$ cat config.mk
export PLATFORM = sky130hd
export DESIGN_NAME = cba_region_tot_arbiter
export DESIGN_NICKNAME = d
export VERILOG_FILES = /design/src/rtl/cba_region_tot_arbiter.sv
export SDC_FILE = /design/constraint.sdc
export NUM_CORES = 1
export LEC_CHECK = 0
export ABC_AREA = 1
export BUFFER_PORTS_ARGS = -buffer_cell sky130_fd_sc_hd__buf_4
export CAP_MARGIN = 20
export CORE_MARGIN = 2
export CORE_UTILIZATION = 45
export CTS_BUF_LIST = sky130_fd_sc_hd__clkbuf_16
export DETAILED_ROUTE_END_ITERATION = 7
export PLACE_DENSITY = 0.73
export SLEW_MARGIN = 20
export SYNTH_ARGS = -nofsm -noshare
export SYNTH_HDL_FRONTEND = slang
export SYNTH_SLANG_ARGS = --single-unit
$ cat constraint.sdc
create_clock -name Clk -period 9.8 [get_ports Clk]
set_input_delay 0.49 -clock Clk [delete_from_list [all_inputs] [get_ports Clk]]
set_output_delay 0.49 -clock Clk [all_outputs]
set_load 0.005 [all_outputs]
$ cat src/rtl/cba_region_tot_arbiter.sv
// cba_region_tot_arbiter
//   Region readout controller for a group of CBA pixel front-ends. Each
//   pixel's ToT is latched into a pending slot on its save pulse and
//   stamped with the bunch-crossing counter. Pending slots are drained
//   round-robin, one per cycle, into a first-word-fallthrough FIFO that
//   feeds the core readout over valid/ready.
//
// Ports
//   Clk           single clock, posedge
//   Reset_b       asynchronous active-low reset
//   Enable        capture enable; save pulses ignored (and not counted) when low
//   TotSavePulse  [NPIX]           per-pixel save strobe
//   ToT           [NPIX*TOT_BITS]  per-pixel ToT, pixel i at [i*TOT_BITS +: TOT_BITS]
//   DataOut       {ts, pix_id, tot} at FIFO head
//   DataValid     FIFO non-empty
//   DataReady     consumer accept
//   DropCnt       saturating count of hits lost to a busy slot
//   Busy          any slot pending or FIFO non-empty

`ifndef CBA_TOT_BITS
`define CBA_TOT_BITS 4
`endif

// Per-pixel pending slot. A capture takes priority over a clear so that a
// pulse landing on the grant edge is kept as the next hit.
module cba_pix_slot #(
    parameter int TOT_BITS = 4,
    parameter int TS_BITS  = 8
) (
    input  logic                Clk,
    input  logic                Reset_b,
    input  logic                cap,
    input  logic                clr,
    input  logic [TOT_BITS-1:0] tot_in,
    input  logic [TS_BITS-1:0]  ts_in,
    output logic                pend,
    output logic [TOT_BITS-1:0] tot,
    output logic [TS_BITS-1:0]  ts
);
    always_ff @(posedge Clk or negedge Reset_b) begin
        if (!Reset_b) begin
            pend <= 1'b0;
            tot  <= '0;
            ts   <= '0;
        end else if (cap) begin
            pend <= 1'b1;
            tot  <= tot_in;
            ts   <= ts_in;
        end else if (clr) begin
            pend <= 1'b0;
        end
    end
endmodule

module cba_region_tot_arbiter #(
    parameter int NPIX     = 4,
    parameter int TOT_BITS = `CBA_TOT_BITS,
    parameter int TS_BITS  = 8,
    parameter int DEPTH    = 4,
    localparam int PIX_W   = $clog2(NPIX),
    localparam int PTR_W   = $clog2(DEPTH),
    localparam int W       = TS_BITS + PIX_W + TOT_BITS
) (
    input  logic                     Clk,
    input  logic                     Reset_b,
    input  logic                     Enable,
    input  logic [NPIX-1:0]          TotSavePulse,
    input  logic [NPIX*TOT_BITS-1:0] ToT,
    output logic [W-1:0]             DataOut,
    output logic                     DataValid,
    input  logic                     DataReady,
    output logic [7:0]               DropCnt,
    output logic                     Busy
);
    logic [NPIX-1:0]                pend;
    logic [NPIX-1:0][TOT_BITS-1:0]  pend_tot;
    logic [NPIX-1:0][TS_BITS-1:0]   pend_ts;
    logic [NPIX-1:0]                cap;
    logic [NPIX-1:0]                drop;
    logic [NPIX-1:0]                gnt_vec;

    logic [TS_BITS-1:0]             bcid;
    logic [PIX_W-1:0]               rr;
    logic                           gnt_vld;
    logic [PIX_W-1:0]               gnt_id;

    logic [DEPTH-1:0][W-1:0]        mem;
    logic [PTR_W-1:0]               wr_ptr;
    logic [PTR_W-1:0]               rd_ptr;
    logic [PTR_W:0]                 count;
    logic                           full;
    logic                           push;
    logic                           pop;

    logic [PIX_W:0]                 drop_n;
    logic [8:0]                     drop_sum;

    // Full is taken from the registered count only; a same-cycle pop does
    // not open a slot for a grant.
    assign full      = (count == (PTR_W+1)'(DEPTH));
    assign DataValid = (count != '0);
    assign push      = gnt_vld;
    assign pop       = DataValid & DataReady;
    assign DataOut   = mem[rd_ptr];
    assign Busy      = (|pend) | DataValid;

    // Round-robin search from rr. Walking k downward lets the lowest offset
    // be the last (winning) assignment.
    always_comb begin
        gnt_vld = 1'b0;
        gnt_id  = '0;
        if (!full) begin
            for (int k = NPIX-1; k >= 0; k--) begin
                if (pend[rr + PIX_W'(k)]) begin
                    gnt_vld = 1'b1;
                    gnt_id  = rr + PIX_W'(k);
                end
            end
        end
    end

    assign gnt_vec = NPIX'(gnt_vld) << gnt_id;

    // A slot being granted this cycle is free for a new capture.
    always_comb begin
        for (int i = 0; i < NPIX; i++) begin
            cap[i]  = Enable & TotSavePulse[i] & (~pend[i] | gnt_vec[i]);
            drop[i] = Enable & TotSavePulse[i] &   pend[i] & ~gnt_vec[i];
        end
    end

    genvar gi;
    generate
        for (gi = 0; gi < NPIX; gi++) begin : g_slot
            cba_pix_slot #(
                .TOT_BITS (TOT_BITS),
                .TS_BITS  (TS_BITS)
            ) u_slot (
                .Clk     (Clk),
                .Reset_b (Reset_b),
                .cap     (cap[gi]),
                .clr     (gnt_vec[gi]),
                .tot_in  (ToT[gi*TOT_BITS +: TOT_BITS]),
                .ts_in   (bcid),
                .pend    (pend[gi]),
                .tot     (pend_tot[gi]),
                .ts      (pend_ts[gi])
            );
        end
    endgenerate

    always_comb begin
        drop_n = '0;
        for (int i = 0; i < NPIX; i++) drop_n = drop_n + (PIX_W+1)'(drop[i]);
    end

    assign drop_sum = {1'b0, DropCnt} + 9'(drop_n);

    always_ff @(posedge Clk or negedge Reset_b) begin
        if (!Reset_b) begin
            bcid    <= '0;
            rr      <= '0;
            DropCnt <= '0;
        end else begin
            bcid    <= bcid + 1'b1;
            if (gnt_vld) rr <= gnt_id + 1'b1;
            DropCnt <= drop_sum[8] ? 8'hFF : drop_sum[7:0];
        end
    end

    // FWFT FIFO; memory is cleared on reset so DataOut reads 0 from reset.
    always_ff @(posedge Clk or negedge Reset_b) begin
        if (!Reset_b) begin
            mem    <= '0;
            wr_ptr <= '0;
            rd_ptr <= '0;
            count  <= '0;
        end else begin
            if (push) begin
                mem[wr_ptr] <= {pend_ts[gnt_id], gnt_id, pend_tot[gnt_id]};
                wr_ptr      <= wr_ptr + 1'b1;
            end
            if (pop) rd_ptr <= rd_ptr + 1'b1;
            case ({push, pop})
                2'b10:   count <= count + 1'b1;
                2'b01:   count <= count - 1'b1;
                default: count <= count;
            endcase
        end
    end
endmodule

==> out/metrics.csv, run 1 <==
metric,value,unit
outcome,"complete, no violations",
Worst-Margin Slew,0.930,ns
Diodes inserted,0,
Worst Clk Skew,0.00781,ns
final setup vio count,0,
placed wire-length estimate,10700,um
Post-CTS Repair Setup Buffers,0,
Final Hold Violating Endpoints,0,
drt drc,0,
CTS tree,done,
htree depth,4,
Initial DRC Count,537,
Die Wd,125,um
register area share after synthesis,50.7,%
effective utilization at floorplan,45.7,%
vias in the first global route,5484,
clk root buf,clkbuf_16,
post_cts resized,0,
Die H,125,um
Port Buf Inserts,47,
Max clock buf depth,2,
Synth top area share,50.7,%
"Avg Cell Area, Syn",8.19,sq um
commonest cells in the netlist,"nand2_1 (291), dfrtp_1 (133), nand3_1 (120)",
row count,44,
Clock transition at path regs,0.06,ns
post-synth design cell area,6560,sq um
filler cell count,1389,
Syn-to-layout area delta,15.5,%
largest net degree at the start of global routing,73,
Routed WL per cell,16.3,um
post-route ant nets,0,
CP cell instances,inv_2 -> nand2_1 -> nand2_1 -> nand2_1 -> nand2_1 -> nand3_1 -> nand2_1 -> nand2_1 -> nand2_1 -> inv_2 -> nand2_1 -> nand3_1 -> fa_1 -> fa_1 -> inv_1 -> fa_1 -> nand2_1 -> nor4_1 -> nand2_1 -> o21ai_0,
fraction of layout cells with a size suffix above 1,13.5,%
Num Clock Sinks,133,
Vias,5600,
final worst path period need,4.61,ns
syn nets,836,
total of max-cap violations,0,
# nets final,865,
ys async rst share,100,%
cts bufs inserted,17,
critical path class,flip-flop to flip-flop,
Max Slew Vio Count,0,
initial antenna violation count,0,
Crit Path Max Fanout,20,
CP most frequent cell,nand2_1,
grt total ovfl,0,
RSZ-0062 raised after global routing,no,
Bufs and invs on worst path,3,
Gate Count Post-Synth,801,
Area contributors post-synth,"dfrtp_1 (51%), nand2_1 (17%), nand3_1 (9.2%)",
Crit path max-delay family,simple AND/OR/NAND/NOR gates,
drt first pass iters,6,
Crit path largest cell delay,0.62,ns
gr usage total,22.7,%
clk_lat worst skew,0.42,ns
Peak Freq,0.217,GHz
cell accounting for the most synthesized area,dfrtp_1,
first-pass GRT wire length,27900,um
Slowest cell on crit path,nand2_1,
synth unique cells,30,
Startpoint Class,flip-flop,
Setup crit end kind,flip-flop,
DR vias/cell,5.45,
Synth Warn #,0,
# hold bufs at CTS,0,
GPL Wtd Cong,0.840,
Setup TNS,0,ns
I/O pin cnt,48,
Worst EP arrival,4.94,ns
full die area,15600,sq um
Worst Path Required,10.13,ns
number of flops mapped to enable cells by yosys,0,
final worst slack,5.19,ns
Yosys reg bits,133,
Placeable Area,14400,sq um
worst hold path type,primary input to asynchronous set/reset pin,
aggregate routed wire length,16700,um
cell with the most instances after synthesis,nand2_1,
Worst slew margin,38.0,%
"Top FF cell, synth",dfrtp_1,
period utilization,47.0,%
minimum setup slack after placement,5.21,ns
worst reg2reg max path, delay by kind of cell (launching register included):
| kind | cells | cell delay (ns) |
|---|---|---|
| AND/OR/NAND/NOR | 13 | 2.16 |
| adder cells (fa/ha/maj) | 3 | 1.13 |
| buffers and inverters | 3 | 0.64 |
| flip-flops | 1 | 0.44 |
| AO/OA/AOI/OAI | 1 | 0.15 |
per-layer routing:
metal	GRT usage (%)	wire length (um)	vias up
met5	0	0	-
met1	30.8	7620	2722
met4	8.72	327	0
met2	36.0	7810	172
li1	-	-	2681
met3	4.51	963	25
state kept, by name (all words and copies together) (netlist names):
name                flops
g_slot.u_slot.tot      16
DropCnt                 8
count                   3
rr                      2
g_slot.u_slot.pend      4
g_slot.u_slot.ts       32
mem                    56
wr_ptr                  2
rd_ptr                  2
bcid                    8
kinds of logic (layout without fill, tap and decap cells):
logic type                 after synthesis  count (layout)  share of synthesized area [%]
DFF                                    133             133                           50.7
and+or+nand+nor                        497             497                           33.9
AOI/OAI and AO/OA                       66              66                           5.55
adders and majority gates               11              11                           2.56
xor gates and xnor gates                10              10                           1.33
buffers and inverters                   84             126                           5.93
layout make-up:
type	instances	area, sq um	area share (%)
clock buffers	17	425	5.62
well taps	184	230	3.04
flip-flops and latches	133	3330	43.9
clock inverters	15	211	2.79
multi-input cells	584	2840	37.5
repair buffers	49	368	4.86
inverters	45	169	2.23
cells in the final DEF, fill, tap and decap left out, types with 2 or more instances in the layout:
| cell | count |
|---|---|
| fa_1 | 4 |
| nand4_1 | 14 |
| clkinvlp_4 | 3 |
| nor4_1 | 2 |
| xor2_1 | 8 |
| a21oi_1 | 2 |
| nand2_1 | 291 |
| or2_2 | 3 |
| nor3_1 | 3 |
| nand3_1 | 120 |
| clkinv_1 | 3 |
| o22ai_1 | 14 |
| inv_2 | 3 |
| xnor2_1 | 2 |
| nand3_2 | 17 |
| dfrtp_1 | 133 |
| nor2_1 | 35 |
| clkinv_4 | 2 |
| ha_1 | 7 |
| buf_4 | 49 |
| nand2_2 | 9 |
| inv_1 | 42 |
| clkinv_2 | 2 |
| o21ai_0 | 46 |
| clkbuf_16 | 17 |
| a31oi_1 | 2 |
| bufinv_16 | 5 |
worst paths after layout:
kind / end / slack (ns) / startpoint / depth (start not counted)
worst max-delay path: DropCnt[6] / 5.19 / rr[0] / 20
worst min-delay path: g_slot[2].u_slot.ts[1] / 0.16 / Reset_b / 1
worst max register to register: DropCnt[6] / 5.19 / rr[0] / 20
worst min register to register: mem[29] / 0.47 / mem[29] / 2
max in group asynchronous: mem[18] / 8.22 / Reset_b / 2
min in group Clk: g_slot[0].u_slot.pend / 0.29 / TotSavePulse[0] / 3
through the flow:
step	hold WS, ns	cells	utilization, %	area [sq um]
6_report	0.156	1027	52.7	7580
5_1_grt	0.221	1027	52.7	7580
4_1_cts	0.176	1027	52.7	7580
3_5_place_dp	0.459	995	48.3	6940
3_3_place_gp	0.454	995	48.3	6940
2_1_floorplan	0.194	801	-	6560
Power of run 1 is not shown: default switching activity piles up to over one toggle a cycle in this logic, so the estimate is an artifact.
==> inputs of run 2 (changes only) <==
Settings changed: ABC_AREA 1 to 0, PLACE_DENSITY 0.73 to 0.74.
Clock period 9.8 ns to 4.4 ns, I/O delays scaled along.
==> run 2 against run 1 <==
Against the previous run:
- clock skew is 0.0017 ns lower
- critical path depth is 7 lower
- worst hold slack worse by 0.14 ns
- register-to-register slack worse by 4.7 ns
- non-clock buffer count is 5 higher
- largest cell class unchanged
==> out/metrics.csv, run 2 <==
metric,value,unit,change
Synth Warn #,0,,unchanged
Peak Freq,0.253,GHz,+16%
first-pass GRT wire length,20300,um,-27%
CTS tree,done,,
cts bufs inserted,17,,unchanged
synth unique cells,45,,+50%
total of max-cap violations,0,,unchanged
area of the multi-input gates,2710,sq um,-4.8%
RSZ-0062 raised after global routing,no,,
commonest cells in the netlist,"dfrtp_1 (133), mux2_2 (40), mux2_1 (39)",,
final worst path period need,3.96,ns,-0.650 ns
Crit Path Max Fanout,17,,-15%
Yosys reg bits,133,,unchanged
max FFs per register,56,,unchanged
Final Hold Violating Endpoints,0,,unchanged
Max Slew Vio Count,0,,unchanged
Cells after DPL,655,,-34%
htree depth,4,,unchanged
critical path class,flip-flop to flip-flop,,
worst r2r path cells,13,,-35%
"Avg Cell Area, Syn",14.0,sq um,+71%
syn nets,480,,-43%
Die H,122,um,-2.5%
initial antenna violation count,0,,unchanged
I/O pin cnt,48,,unchanged
"IR drop worst, VDD",0.427,mV,
effective utilization at floorplan,46.5,%,+0.84 points
Die Wd,122,um,-2.5%
"Top FF cell, synth",dfrtp_1,,
Synth top area share,53.4,%,+2.7 points
Bufs and invs on worst path,1,,-2
grt total ovfl,0,,unchanged
Reg area,3330,sq um,about the same
"commonest cells after routing, fill and taps aside","dfrtp_1 (132), buf_4 (52), mux2_2 (40)",,
Hold Path Sink,g_slot[1].u_slot.tot[1],,
CP cell instances,nor2b_1 -> o21a_1 -> nor3_4 -> a21bo_1 -> or2_2 -> fa_1 -> fa_1 -> inv_1 -> fa_1 -> nand2_1 -> nor2b_1 -> nand3_1 -> nand2b_1,,
final setup vio count,0,,unchanged
fraction of layout cells with a size suffix above 1,34.0,%,+20 points
Placeable Area,13400,sq um,-6.7%
drt drc,0,,unchanged
post-route ant nets,0,,unchanged
GPL Wtd Cong,0.785,,-6.5%
largest reg by FF count,mem,,
Setup crit end kind,flip-flop,,
"commonest non-fill, non-tap cell in the layout",dfrtp_1,,
Diodes inserted,0,,unchanged
ys async rst share,100,%,unchanged
placed wire-length estimate,8370,um,-22%
Port Buf Inserts,47,,unchanged
Crit path largest cell delay,0.84,ns,+0.22 ns
# nets final,535,,-38%
row count,42,,-4.5%
Leakage,3.32,nW,
Clock transition at path regs,0.06,ns,about the same
gr usage total,18.5,%,-4.2 points
Worst Clk Skew,0.00610,ns,-0.00171 ns
Worst EP arrival,4.31,ns,-0.63 ns
post-synth design cell area,6230,sq um,-5.0%
Worst-Margin Slew,1.03,ns,+0.0962 ns
vias in the first global route,3833,,-30%
largest net degree at the start of global routing,50,,-32%
Num Clock Sinks,133,,unchanged
biggest regs,"mem (56), g_slot.u_slot.ts (32), g_slot.u_slot.tot (16)",,
number of flops mapped to enable cells by yosys,0,,unchanged
drt first pass iters,4,,-2
reg2reg start,g_slot[0].u_slot.pend,,
aggregate routed wire length,12400,um,-26%
Max clock buf depth,2,,unchanged
PwrDens,865,nW/um^2,
clk root buf,clkbuf_16,,
worst hold path type,primary input to flip-flop,,
cell with the most instances after synthesis,dfrtp_1,,
Worst Path Required,4.75,ns,-5.38 ns
worst flop-to-flop path endpoint,DropCnt[1],,
Setup TNS,0,ns,unchanged
Initial DRC Count,215,,-60%
register area share after synthesis,53.4,%,+2.7 points
Gate Count Post-Synth,445,,-44%
full die area,14800,sq um,-4.9%
post_cts resized,0,,unchanged
clk_lat worst skew,0.42,ns,about the same
outcome,"complete, no violations",,
Startpoint Class,flip-flop,,
reg2reg setup slack,0.44,ns,-4.75 ns
Syn-to-layout area delta,17.2,%,
Area contributors post-synth,"dfrtp_1 (53%), mux2_2 (7.2%), mux2_1 (7.0%)",,
Vias,3660,,-35%
filler cell count,1102,,-21%
Crit path max-delay family,simple AND/OR/NAND/NOR gates,,
Worst slew margin,31.3,%,-6.6 points
cell accounting for the most synthesized area,dfrtp_1,,
period utilization,90.0,%,+43 points
total power,6.32,mW,
Slowest cell on crit path,nor3_4,,
Routed WL per cell,18.0,um,+11%
Layout Cells excl Fill,688,,-33%
CP most frequent cell,fa_1,,
DR vias/cell,5.32,,-2.4%
worst hold start,ToT[5],,
Hold Path Stages,2,,
## run 2: cell count changes after synthesis, sizes merged, moves of 12 or more
cell | before | now
o22ai | 14 | 1
mux2 | 0 | 99
nand2 | 301 | 29
a221oi | 0 | 12
mux2i | 0 | 15
nor2 | 36 | 18
o21ai | 47 | 10
clkbuf | 18 | 4
nand4 | 14 | 1
inv | 45 | 25
nand3 | 138 | 10
mux4 | 0 | 14
## run 2: where the power goes
part | switching [mW] | total, mW | leakage, nW | internal [mW]
combinational | 1.39 | 2.85 | 1.49 | 1.46
clock | 0.508 | 1.32 | 0.265 | 0.812
sequential | 0.377 | 2.15 | 1.56 | 1.77
## run 2: final cells by class
type / instances / area share [%]
multi-input combinational: 269 / 37.0
sequential: 133 / 45.6
clock inverter: 14 / 1.64
timing repair buffer: 54 / 5.62
inverter: 25 / 1.28
clock buffer: 17 / 5.82
tap: 176 / 3.01
## run 2: through the flow
stage	worst slack, ns	util [%]	instance area (sq um)	hold WS (ns)
floorplan	1.15	-	6230	-0.0756
global placement	0.603	50.3	6740	0.248
detailed placement	0.452	50.3	6740	0.254
CTS	0.419	54.4	7290	0.000165
global route	0.154	54.5	7310	0.00836
finish	0.441	54.5	7310	0.0172
## run 2: kinds of logic (layout without fill, tap and decap cells)
group | count (synthesis) | count (layout) | share of synthesized area [%]
flops | 133 | 133 | 53.4
fa+ha+maj | 11 | 11 | 2.69
simple gates | 80 | 80 | 6.37
buf+inv | 43 | 110 | 3.15
mux | 128 | 128 | 26.6
compound gates | 33 | 33 | 5.42
xor+xnor | 17 | 17 | 2.39
## run 2: metal layers
metal / vias to the layer above / wire, um / global-route usage, % / share of wire [%]
met2: 64 / 6130 / 30.9 / 49
met5: - / 0 / 0 / 0
met3: 17 / 403 / 4.45 / 3.3
met4: 0 / 223 / 7.54 / 1.8
met1: 1893 / 5640 / 23.2 / 45
li1: 1686 / - / - / -
## run 2: worst max path at each step
stage | startpoint | end | slack [ns] | cells after the start
after floorplan | g_slot[0].u_slot.pend | DropCnt[1] | 1.15 | 13
after global placement | g_slot[0].u_slot.pend | DropCnt[1] | 0.60 | 13
after detailed placement | g_slot[0].u_slot.pend | DropCnt[1] | 0.45 | 13
after CTS | g_slot[0].u_slot.pend | DropCnt[1] | 0.42 | 13
after global routing | g_slot[0].u_slot.pend | DropCnt[1] | 0.15 | 13
final | g_slot[0].u_slot.pend | DropCnt[1] | 0.44 | 13
## run 2: what timing repair did
item,in CTS,in global routing
buffers inserted,0,0
endpoints found under the setup margin,0,0
hold buffers,1,1
endpoints found under the hold margin,42,1
## run 2: worst reg2reg max path, cell delays in order (launching register included)
cell and delay (ns):
dfrtp_1 0.44, nor2b_1 0.19, o21a_1 0.22, nor3_4 0.84
a21bo_1 0.26, or2_2 0.13, fa_1 0.43, fa_1 0.43
inv_1 0.10, fa_1 0.23, nand2_1 0.09, nor2b_1 0.18
nand3_1 0.21, nand2b_1 0.13
Power figures use the tool's default switching activity.
